## config.mk

```make
export PLATFORM = sky130hd
export DESIGN_NAME = udp_rx_framer
export DESIGN_NICKNAME = d
export VERILOG_FILES = /design/src/rtl/udp_rx_framer.sv
export SDC_FILE = /design/constraint.sdc
export NUM_CORES = 1
export LEC_CHECK = 0
export BUFFER_PORTS_ARGS = -buffer_cell sky130_fd_sc_hd__buf_2
export CAP_MARGIN = 20
export CORE_ASPECT_RATIO = 2
export CORE_UTILIZATION = 38
export CTS_CLUSTER_DIAMETER = 150
export DETAILED_ROUTE_END_ITERATION = 8
export SLEW_MARGIN = 10
export SYNTH_ARGS = -nofsm -noshare
export SYNTH_HDL_FRONTEND = slang
export SYNTH_SLANG_ARGS = --single-unit
```

## constraint.sdc

```tcl
create_clock -name i_clk -period 2.3 [get_ports i_clk]
set_input_delay 0.345 -clock i_clk [delete_from_list [all_inputs] [get_ports i_clk]]
set_output_delay 0.345 -clock i_clk [all_outputs]
set_load 0.1 [all_outputs]
```

## src/rtl/udp_rx_framer.sv

```systemverilog
// udp_rx_framer: decodes UDP payload into packed I/Q sample words or indexed coefficient writes
module udp_rx_framer #(
  parameter int COEF_NUM = 16,
  parameter logic [7:0] CMD_IQ = 8'hAA,
  parameter logic [7:0] CMD_COEF = 8'hFF
) (
  input  logic                        i_clk,
  input  logic                        i_rst_n,
  input  logic [7:0]                  i_rx_data,
  input  logic                        i_rx_valid,
  input  logic                        i_rx_last,
  output logic                        o_rx_ready,
  output logic [15:0]                 o_iq_data,
  output logic                        o_iq_valid,
  output logic                        o_iq_last,
  input  logic                        i_iq_ready,
  output logic                        o_coef_we,
  output logic [$clog2(COEF_NUM)-1:0] o_coef_addr,
  output logic [15:0]                 o_coef_data,
  output logic                        o_coef_done,
  output logic                        o_busy,
  output logic [7:0]                  o_err_cnt
);
  localparam int AW = $clog2(COEF_NUM);
  localparam logic [AW:0] FULL = (AW+1)'(COEF_NUM);
  typedef enum logic [2:0] {S_CMD, S_IQ_HI, S_IQ_LO, S_COEF_HI, S_COEF_LO, S_DRAIN} state_t;
  state_t state, state_nxt;
  logic [7:0] hi;
  logic [AW:0] idx;
  logic ovf, acc, err, full, coef_st;
  assign o_rx_ready = i_rst_n && !(state == S_IQ_LO && o_iq_valid && !i_iq_ready);
  assign acc = i_rx_valid && o_rx_ready;
  assign o_busy = state != S_CMD;
  assign full = idx == FULL;
  assign coef_st = state == S_COEF_HI || state == S_COEF_LO;
  always_comb begin
    state_nxt = state;
    err = 1'b0;
    if (acc)
      case (state)
        S_CMD: begin
          state_nxt = i_rx_last ? S_CMD : i_rx_data == CMD_IQ ? S_IQ_HI :
                      i_rx_data == CMD_COEF ? S_COEF_HI : S_DRAIN;
          err = !i_rx_last && i_rx_data != CMD_IQ && i_rx_data != CMD_COEF;
        end
        S_IQ_HI: begin
          state_nxt = i_rx_last ? S_CMD : S_IQ_LO;
          err = i_rx_last;
        end
        S_IQ_LO: state_nxt = i_rx_last ? S_CMD : S_IQ_HI;
        S_COEF_HI: begin
          state_nxt = i_rx_last ? S_CMD : S_COEF_LO;
          err = i_rx_last;
        end
        S_COEF_LO: begin
          state_nxt = i_rx_last ? S_CMD : S_COEF_HI;
          err = i_rx_last && (ovf || full);
        end
        S_DRAIN: state_nxt = i_rx_last ? S_CMD : S_DRAIN;
        default: state_nxt = S_CMD;
      endcase
  end
  always_ff @(posedge i_clk or negedge i_rst_n) begin
    if (!i_rst_n) begin
      state <= S_CMD;
      hi <= '0;
      idx <= '0;
      ovf <= 1'b0;
      o_iq_data <= '0;
      o_iq_valid <= 1'b0;
      o_iq_last <= 1'b0;
      o_coef_we <= 1'b0;
      o_coef_addr <= '0;
      o_coef_data <= '0;
      o_coef_done <= 1'b0;
      o_err_cnt <= '0;
    end else begin
      state <= state_nxt;
      o_coef_we <= 1'b0;
      o_coef_done <= acc && i_rx_last && (coef_st || (state == S_CMD && i_rx_data == CMD_COEF));
      if (o_iq_valid && i_iq_ready) o_iq_valid <= 1'b0;
      if (err && o_err_cnt != 8'hFF) o_err_cnt <= o_err_cnt + 8'd1;
      if (acc) begin
        if (state == S_CMD) begin
          idx <= '0;
          ovf <= 1'b0;
        end
        if (state == S_IQ_HI || state == S_COEF_HI) hi <= i_rx_data;
        if (state == S_IQ_LO) begin
          o_iq_data <= {hi, i_rx_data};
          o_iq_valid <= 1'b1;
          o_iq_last <= i_rx_last;
        end
        if (state == S_COEF_LO) begin
          if (full) ovf <= 1'b1;
          else begin
            o_coef_we <= 1'b1;
            o_coef_addr <= idx[AW-1:0];
            o_coef_data <= {hi, i_rx_data};
            idx <= idx + 1'b1;
          end
        end
      end
    end
  end
endmodule
```

==> results_dict.tcl, run 1 <==
set metrics [dict create \
    status "finished, final reports clean" \
    synth-edff-count 0 \
    rsz0062_at_grt "no" \
    dpl_worst_slack_ns 0.2291 \
    clkTransAtPathRegs_ns 0.05 \
    cpMaxStageDelayCell "or3b_1" \
    regToRegStartpoint "idx[0]" \
    worst-path-stages 8 \
    critPathBufInv 3 \
    start_util_pct 39.89 \
    async_flop_share_pct 100.0 \
    final_cell_mix "dfrtp_1 (64), buf_2 (61), nand2_1 (60), mux2_2 (18)" \
    cts_setup_buffers 0 \
    ys_ff_latch 65 \
    worstPathRequired_ns 2.55 \
    synth_cell_type_count 47 \
    antenna_found_initial 0 \
    placementRows 43 \
    cts.sinks 65 \
    routedWlPerCell_um 16.09 \
    core_area_um2 6994 \
    numCtsBuffers 9 \
    gp_congestion 0.8261 \
    fin_nets 332 \
    cts_tree "yes" \
    final_util_pct 50.41 \
    crit_chain "inv_1 > ha_1 > nor4bb_1 > buf_4 > or3b_1 > inv_2 > nand2_1 > o21ai_1" \
    die_h_um 123.2 \
    grt.total_usage_pct 18.27 \
    clockBufferDepth 2 \
    r2r-end "idx[2]" \
    fin_ws_ns 0.2290 \
    dpl_cell_area_um2 3262 \
    antenna_cells 0 \
    tightest_slew_ns 0.5100 \
    drc 0 \
    clock_skew_ns 0.005210 \
    slowest_delay_ns 0.51 \
    ys.flop_type "dfrtp_1" \
    dp_hpwl_um 4950 \
    drv_slew 0 \
    ctsRootBufferMaster "clkbuf_16" \
    grt_pass1_wl_um 10320 \
    arrival_ns 2.32 \
    antenna_left 0 \
    clk_latency_ns 0.32 \
    syn-cell-area_um2 2790 \
    start_kind "register" \
    wl_um 6596 \
    first_pass_iters 4 \
    crit_path_start "idx[0]" \
    cap_violations 0 \
    io_buffers 62 \
    yosysWarnings 0 \
    crit_fanout 18 \
    grt_pass1_vias 2110 \
    finalCritPeriodShare_pct 90.04 \
    fin_area_um2 3526 \
    syn_nets 259 \
    htreeDepth 3 \
    fmax_ghz 0.4829 \
    totalNegativeSetupSlack_ns 0 \
    num_io_pins 63 \
    hold_viol 0 \
    r2r_slack_ns 0.23 \
    grt_max_degree 29 \
    endpoint_kind "register" \
    design.die.area_um2 7710 \
    vias 2039 \
    drive_above_1_share_pct 34.69 \
    rr_worst_depth 8 \
    drt_iter0_markers 59 \
    maxSlewHeadroom_pct 66.23 \
    viasPerCell 4.973 \
    layout_commonest_cell "dfrtp_1" \
    hp-class "input port to asynchronous set/reset pin" \
    final-setup-viol-count 0 \
    cts_resized 0 \
    overflow 0 \
    ys_seq_area_share_pct 58.30 \
    worstSetupPathType "register to register" \
    syn_area_per_cell_um2 11.48 \
    fin_crit_ns 2.071 \
    critPathTopFamily "simple AND/OR/NAND/NOR gates" \
    netlist_instances 243 \
    areaGrowthSynthToFinish_pct 26.37 \
    holdBufCountCts 0 \
    die_x_um 62.59 \
]
## cells by family (layout without fill, tap and decap cells)
group	Yosys count	after routing	synth area share, %
compound gates	28	28	6.816
xor+xnor	6	6	1.883
flops	65	65	58.30
fa+ha+maj	3	3	1.345
simple gates	98	98	17.44
buf+inv	14	91	2.421
mux	29	29	11.79
## through the flow
stage                     std cells  hold slack, ns
after floorplan                 243         0.04941
after global placement          395          0.4567
after detailed placement        395          0.4614
after CTS                       410          0.1407
after global routing            410          0.1628
final                           410          0.1321
## state kept, by name, indices dropped and copies added, names as in the netlist
name and cells:
o_coef_we 1, o_iq_valid 1, o_iq_last 1, hi 8
o_coef_data 16, o_err_cnt 8, o_coef_addr 4, ovf 1
o_coef_done 1, o_iq_data 16, idx 5, state 3
## final cells by class
class,instances,area [um2]
clock buffers,12,246.5
multi-input cells,164,1097
well taps,90,112.6
flip-flops and latches,65,1628
repair buffers,71,405.4
inverters,5,18.77
fillers,660,3468
clock inverters,3,17.52
## cells in the mapped netlist, types with 2 or more instances
| master | count | area [um2] |
|---|---|---|
| o21ai_1 | 5 | 25.02 |
| nand2_1 | 60 | 225.2 |
| nor2_1 | 3 | 11.26 |
| inv_1 | 4 | 15.01 |
| o31ai_1 | 2 | 15.01 |
| mux2_1 | 9 | 101.4 |
| mux2_2 | 18 | 202.7 |
| dfrtp_1 | 65 | 1627 |
| buf_2 | 3 | 15.01 |
| nand2b_1 | 3 | 18.77 |
| or3_4 | 2 | 22.52 |
| and3_1 | 5 | 31.28 |
| o31a_1 | 2 | 17.52 |
| a21oi_1 | 7 | 35.03 |
| o21ai_0 | 3 | 15.01 |
| ha_1 | 3 | 37.54 |
| clkbuf_1 | 3 | 11.26 |
| nor2b_1 | 3 | 18.77 |
| nand3_1 | 7 | 35.03 |
| a21o_1 | 2 | 15.01 |
| xnor2_1 | 6 | 52.55 |
| nand4_1 | 3 | 18.77 |
## worst register-to-register path, cell delays in order (launching register included)
cell and delay (ns):
dfrtp_1 0.39, inv_1 0.08, ha_1 0.20, nor4bb_1 0.13, buf_4 0.15, or3b_1 0.51
inv_2 0.32, nand2_1 0.10, o21ai_1 0.12
## routing by layer
| layer | share of wire, % | wire length, um | vias up | global-route usage, % |
|---|---|---|---|---|
| li1 | - | - | 980 | - |
| met1 | 39 | 2557 | 1003 | 18.70 |
| met2 | 56 | 3676 | 44 | 33.76 |
| met3 | 2.9 | 192 | 12 | 3.875 |
| met4 | 2.6 | 170 | 0 | 10.61 |
| met5 | 0 | 0 | - | 0 |
## worst max-delay path by stage
stage,slack [ns],to
6_report,0.23,idx[2]
5_1_grt,0.08,idx[2]
4_1_cts,0.22,idx[2]
3_5_place_dp,0.23,idx[2]
3_3_place_gp,0.26,o_err_cnt[1]
2_1_floorplan,0.003,o_iq_data[10]
Power of run 1 is not shown: default switching activity piles up to over one toggle a cycle in this logic, so the estimate is an artifact.
==> inputs of run 2 (changes only) <==
- CELL_PAD_IN_SITES_DETAIL_PLACEMENT: not set -> 2
- CELL_PAD_IN_SITES_GLOBAL_PLACEMENT: not set -> 2
- CORE_UTILIZATION: 38 -> 34
- PLACE_DENSITY_LB_ADDON: not set -> 0.1
==> run 2 against run 1 <==
Against the previous run:
- register-to-register slack worse by 0.03 ns
- clock-buffer cell count up 2
- worst setup slack worse by 0.061 ns
- critical path depth unchanged
- via count up 3.4%
- hold slack better by 0.15 ns
- global-route usage up 1.4 points
- first-iteration DRC count up 100%
- cell count up 1.7%
- maximum frequency down 2.9%
- core utilization down 5.7 points
- wire length up 13%
- critical endpoint is now o_err_cnt[1]
- largest cell class unchanged
==> results_dict.tcl, run 2 (same netlist as run 1, synthesis figures left out) <==
set metrics [dict create \
    drt_iter0_markers 119 \
    multi_input_area_um2 1097 \
    final-setup-viol-count 0 \
    cts_resized 0 \
    routedWlPerCell_um 17.91 \
    num_io_pins 63 \
    maxSlewHeadroom_pct 48.89 \
    clock_skew_ns 0.004691 \
    die_x_um 66.06 \
    antenna_cells 0 \
    cap_violations 0 \
    fin_nets 332 \
    endpoint_kind "register" \
    crit_fanout 8 \
    first_pass_iters 4 \
    fin_crit_ns 2.132 \
    critPathTopFamily "buffers and inverters" \
    cpMaxStageDelayCell "dlygate4sd3_1" \
    worstSetupPathType "input port to register" \
    clk_latency_ns 0.33 \
    crit_chain "dlygate4sd3_1 > buf_2 > buf_4 > nand2_1 > or3_4 > o22ai_4 > nand2_4 > mux2_4" \
    drv_slew 0 \
    vias 2108 \
    arrival_ns 2.34 \
    slowest_delay_ns 0.54 \
    gp_congestion 0.7123 \
    hold_viol 0 \
    fmax_ghz 0.4690 \
    fillers 840 \
    ff_latch_area_um2 1628 \
    start_util_pct 35.13 \
    clockBufferDepth 2 \
    dp_hpwl_um 5435 \
    cts_tree "yes" \
    layout_commonest_cell "dfrtp_1" \
    viasPerCell 5.055 \
    tightest_slew_ns 0.7667 \
    grt.total_usage_pct 19.71 \
    status "finished, final reports clean" \
    critPathBufInv 3 \
    worst-path-stages 8 \
    top_regs "o_coef_data: 16 flops, o_iq_data: 16 flops" \
    core_area_um2 7943 \
    clkTransAtPathRegs_ns 0.05 \
    hp-class "input port to register" \
    finalCritPeriodShare_pct 92.70 \
    die_h_um 130.1 \
    worstPathRequired_ns 2.51 \
    numCtsBuffers 9 \
    grt_pass1_vias 2329 \
    rsz0062_at_grt "no" \
    totalNegativeSetupSlack_ns 0 \
    drive_above_1_share_pct 34.27 \
    drc 0 \
    whs_path_depth 3 \
    areaGrowthSynthToFinish_pct 27.17 \
    antenna_found_initial 0 \
    wl_um 7467 \
    placementRows 46 \
    design.die.area_um2 8594 \
    antenna_left 0 \
    overflow 0 \
    cts.sinks 65 \
    io_buffers 62 \
    rr_worst_depth 8 \
    grt_max_degree 59 \
    r2r_slack_ns 0.20 \
    htreeDepth 3 \
    final_cell_mix "dfrtp_1 (64), buf_2 (61), nand2_1 (60), mux2_2 (18)" \
    ctsRootBufferMaster "clkbuf_16" \
    grt_pass1_wl_um 12240 \
    start_kind "input port" \
]
-- run 2: cell count changes in the layout (fill, tap and decap cells not counted) --
cell	change
buf_4	-1
clkbuf_1	+1
clkbuf_8	+1
clkinv_2	-1
dlygate4sd3_1	+1
-- run 2: area by class of cell --
cell class	count	area share, %
clock buffers	14	7.440
clock inverters	2	0.3526
inverters	5	0.5289
multi-input cells	164	30.92
flip-flops and latches	65	45.87
well taps	96	3.385
repair buffers	71	11.50
-- run 2: what timing repair did --
| action | CTS | global route |
|---|---|---|
| hold buffers | 1 | 0 |
| endpoints found under the hold margin | 3 | 0 |
| setup buffers | 0 | 0 |
-- run 2: routing by layer --
metal / vias to the layer above / global-route usage [%] / routed length (um)
met3: 12 / 3.759 / 177
met2: 44 / 36.61 / 4345
li1: 982 / - / -
met4: 0 / 9.512 / 172
met1: 1070 / 20.48 / 2772
met5: - / 0 / 0
-- run 2: final timing paths --
kind                                       from              end
min in group asynchronous               i_rst_n         state[1]
worst min-delay path               i_rx_data[7]   o_coef_data[7]
max in group asynchronous               i_rst_n       o_iq_valid
worst max-delay path                    i_rst_n     o_err_cnt[1]
worst min register to register  o_coef_data[14]  o_coef_data[14]
worst max register to register           idx[0]     o_err_cnt[1]
-- run 2: through the flow --
step	setup WS, ns	std cells	cell area [um2]	util, %	hold slack, ns
after floorplan	0.002986	243	2793	-	0.04941
after global placement	0.2574	400	3262	41.07	0.1949
after detailed placement	0.1876	400	3262	41.07	0.1920
after CTS	0.1557	417	3548	44.68	0.2743
after global routing	0.0005012	417	3548	44.68	0.3017
final	0.1678	417	3548	44.68	0.2801
-- run 2: worst min-delay path, cell delays in order --
cell and delay, ns:
buf_2 0.12, nand2_1 0.06, nand2_1 0.05
Power of run 2 is left out for the same reason.
==> inputs of run 3 (changes only) <==
- RECOVER_POWER: not set -> 50
==> run 3 against run 2 <==
Against the previous run:
- clock skew is essentially flat
- worst setup slack worse by 0.0029 ns
- global-route usage unchanged
- first-iteration DRC count is 4.2% higher
- critical path depth is the same
- via count increased by 0.19%
- die area stayed put
- flip-flop and latch count is the same
==> results_dict.tcl, run 3 (same netlist as run 1, synthesis figures left out) <==
set metrics [dict create \
    clkTransAtPathRegs_ns 0.05 \
    wl_met2_um 4351 \
    antenna_left 0 \
    final-setup-viol-count 0 \
    antenna_found_initial 0 \
    top_regs "o_coef_data: 16 flops, o_iq_data: 16 flops" \
    fin_crit_ns 2.135 \
    core_area_um2 7943 \
    cts.sinks 65 \
    drive_above_1_share_pct 19.00 \
    die_h_um 130.1 \
    htreeDepth 3 \
    final_util_pct 43.87 \
    cap_violations 0 \
    drv_slew 0 \
    clk_latency_ns 0.33 \
    numCtsBuffers 9 \
    num_io_pins 63 \
    grt_pass1_vias 2329 \
    start_util_pct 35.13 \
    cpMaxStageDelayCell "dlygate4sd3_1" \
    worstPathRequired_ns 2.51 \
    drt_iter0_markers 124 \
    vias 2112 \
    grt_pass1_wl_um 12240 \
    drc 0 \
    wl_um 7505 \
    critPathBufInv 3 \
    critPathTopFamily "buffers and inverters" \
    hp-class "input port to register" \
    die_x_um 66.06 \
    cts_tree "yes" \
    crit_chain "dlygate4sd3_1 > buf_2 > buf_4 > nand2_1 > or3_4 > o22ai_4 > nand2_4 > mux2_4" \
    dp_hpwl_um 5435 \
    top_layer "met4" \
    layout_commonest_cell "dfrtp_1" \
    fmax_ghz 0.4684 \
    wl_met3_um 203 \
    io_buffers 62 \
    first_pass_iters 4 \
    tightest_slew_ns 1.185 \
    ctsRootBufferMaster "clkbuf_16" \
    maxSlewHeadroom_pct 21.32 \
    rsz0062_at_grt "no" \
    hold_viol 0 \
    fin_nets 332 \
    routedWlPerCell_um 18.00 \
    grt.total_usage_pct 19.71 \
    areaGrowthSynthToFinish_pct 24.89 \
    design.die.area_um2 8594 \
    worstSetupPathType "input port to register" \
    viasPerCell 5.065 \
    final_cell_mix "dfrtp_1 (64), nand2_1 (60), clkbuf_1 (52), mux2_2 (18), buf_2 (13)" \
    totalNegativeSetupSlack_ns 0 \
    arrival_ns 2.35 \
    endpoint_kind "register" \
    start_kind "input port" \
    clock_skew_ns 0.004614 \
    crit_fanout 8 \
    clockBufferDepth 2 \
    antenna_cells 0 \
    slowest_delay_ns 0.54 \
    wl_met1_um 2774 \
    overflow 0 \
    grt_max_degree 59 \
    placementRows 46 \
    finalCritPeriodShare_pct 92.83 \
    status "finished, final reports clean" \
    gp_congestion 0.7123 \
]
-- run 3: timing repair --
item | CTS | global route
hold endpoints to repair | 3 | 0
buffers inserted | 0 | 0
gates resized for setup | 0 | 0
hold buffers | 1 | 0
-- run 3: area by class of cell --
class	instances	area, um2
Timing Repair Buffer	71	344.1
Clock inverter	2	12.51
Fill cell	857	4458
Sequential cell	65	1628
Inverter	5	18.77
Tap cell	96	120.1
Multi-Input combinational cell	164	1097
Clock buffer	14	264.0
-- run 3: worst reg2reg max path: stages (launching register included) --
cell,delay [ns]
dfrtp_1,0.42
inv_1,0.09
ha_1,0.19
nor4bb_1,0.13
buf_4,0.15
o31ai_1,0.42
o22ai_4,0.19
nand2_4,0.10
mux2_4,0.30
-- run 3: final timing paths --
check	startpoint	endpoint	slack (ns)	cells after the start
max in group asynchronous	i_rst_n	o_iq_valid	0.87	3
min reg2reg	o_coef_data[14]	o_coef_data[14]	0.48	2
min in group asynchronous	i_rst_n	state[1]	0.41	2
min	i_rx_data[7]	o_coef_data[7]	0.28	3
max	i_rst_n	o_err_cnt[1]	0.16	8
max reg2reg	idx[0]	o_err_cnt[1]	0.20	8
-- run 3: routing by layer --
metal | track usage, % | vias to the layer above
met5 | 0 | -
met4 | 9.512 | 0
met3 | 3.759 | 13
met2 | 36.61 | 44
met1 | 20.48 | 1071
li1 | - | 984
-- run 3: stage by stage --
| stage | cells | hold slack (ns) | area, um2 | worst slack (ns) |
|---|---|---|---|---|
| after floorplan | 243 | 0.04941 | 2793 | 0.002986 |
| after global placement | 400 | 0.1949 | 3262 | 0.2574 |
| final | 417 | 0.2786 | 3485 | 0.1649 |
| after CTS | 417 | 0.2743 | 3548 | 0.1557 |
| after global routing | 417 | 0.3017 | 3485 | 0.0005012 |
| after detailed placement | 400 | 0.1920 | 3262 | 0.1876 |
Power of run 3 is left out for the same reason.
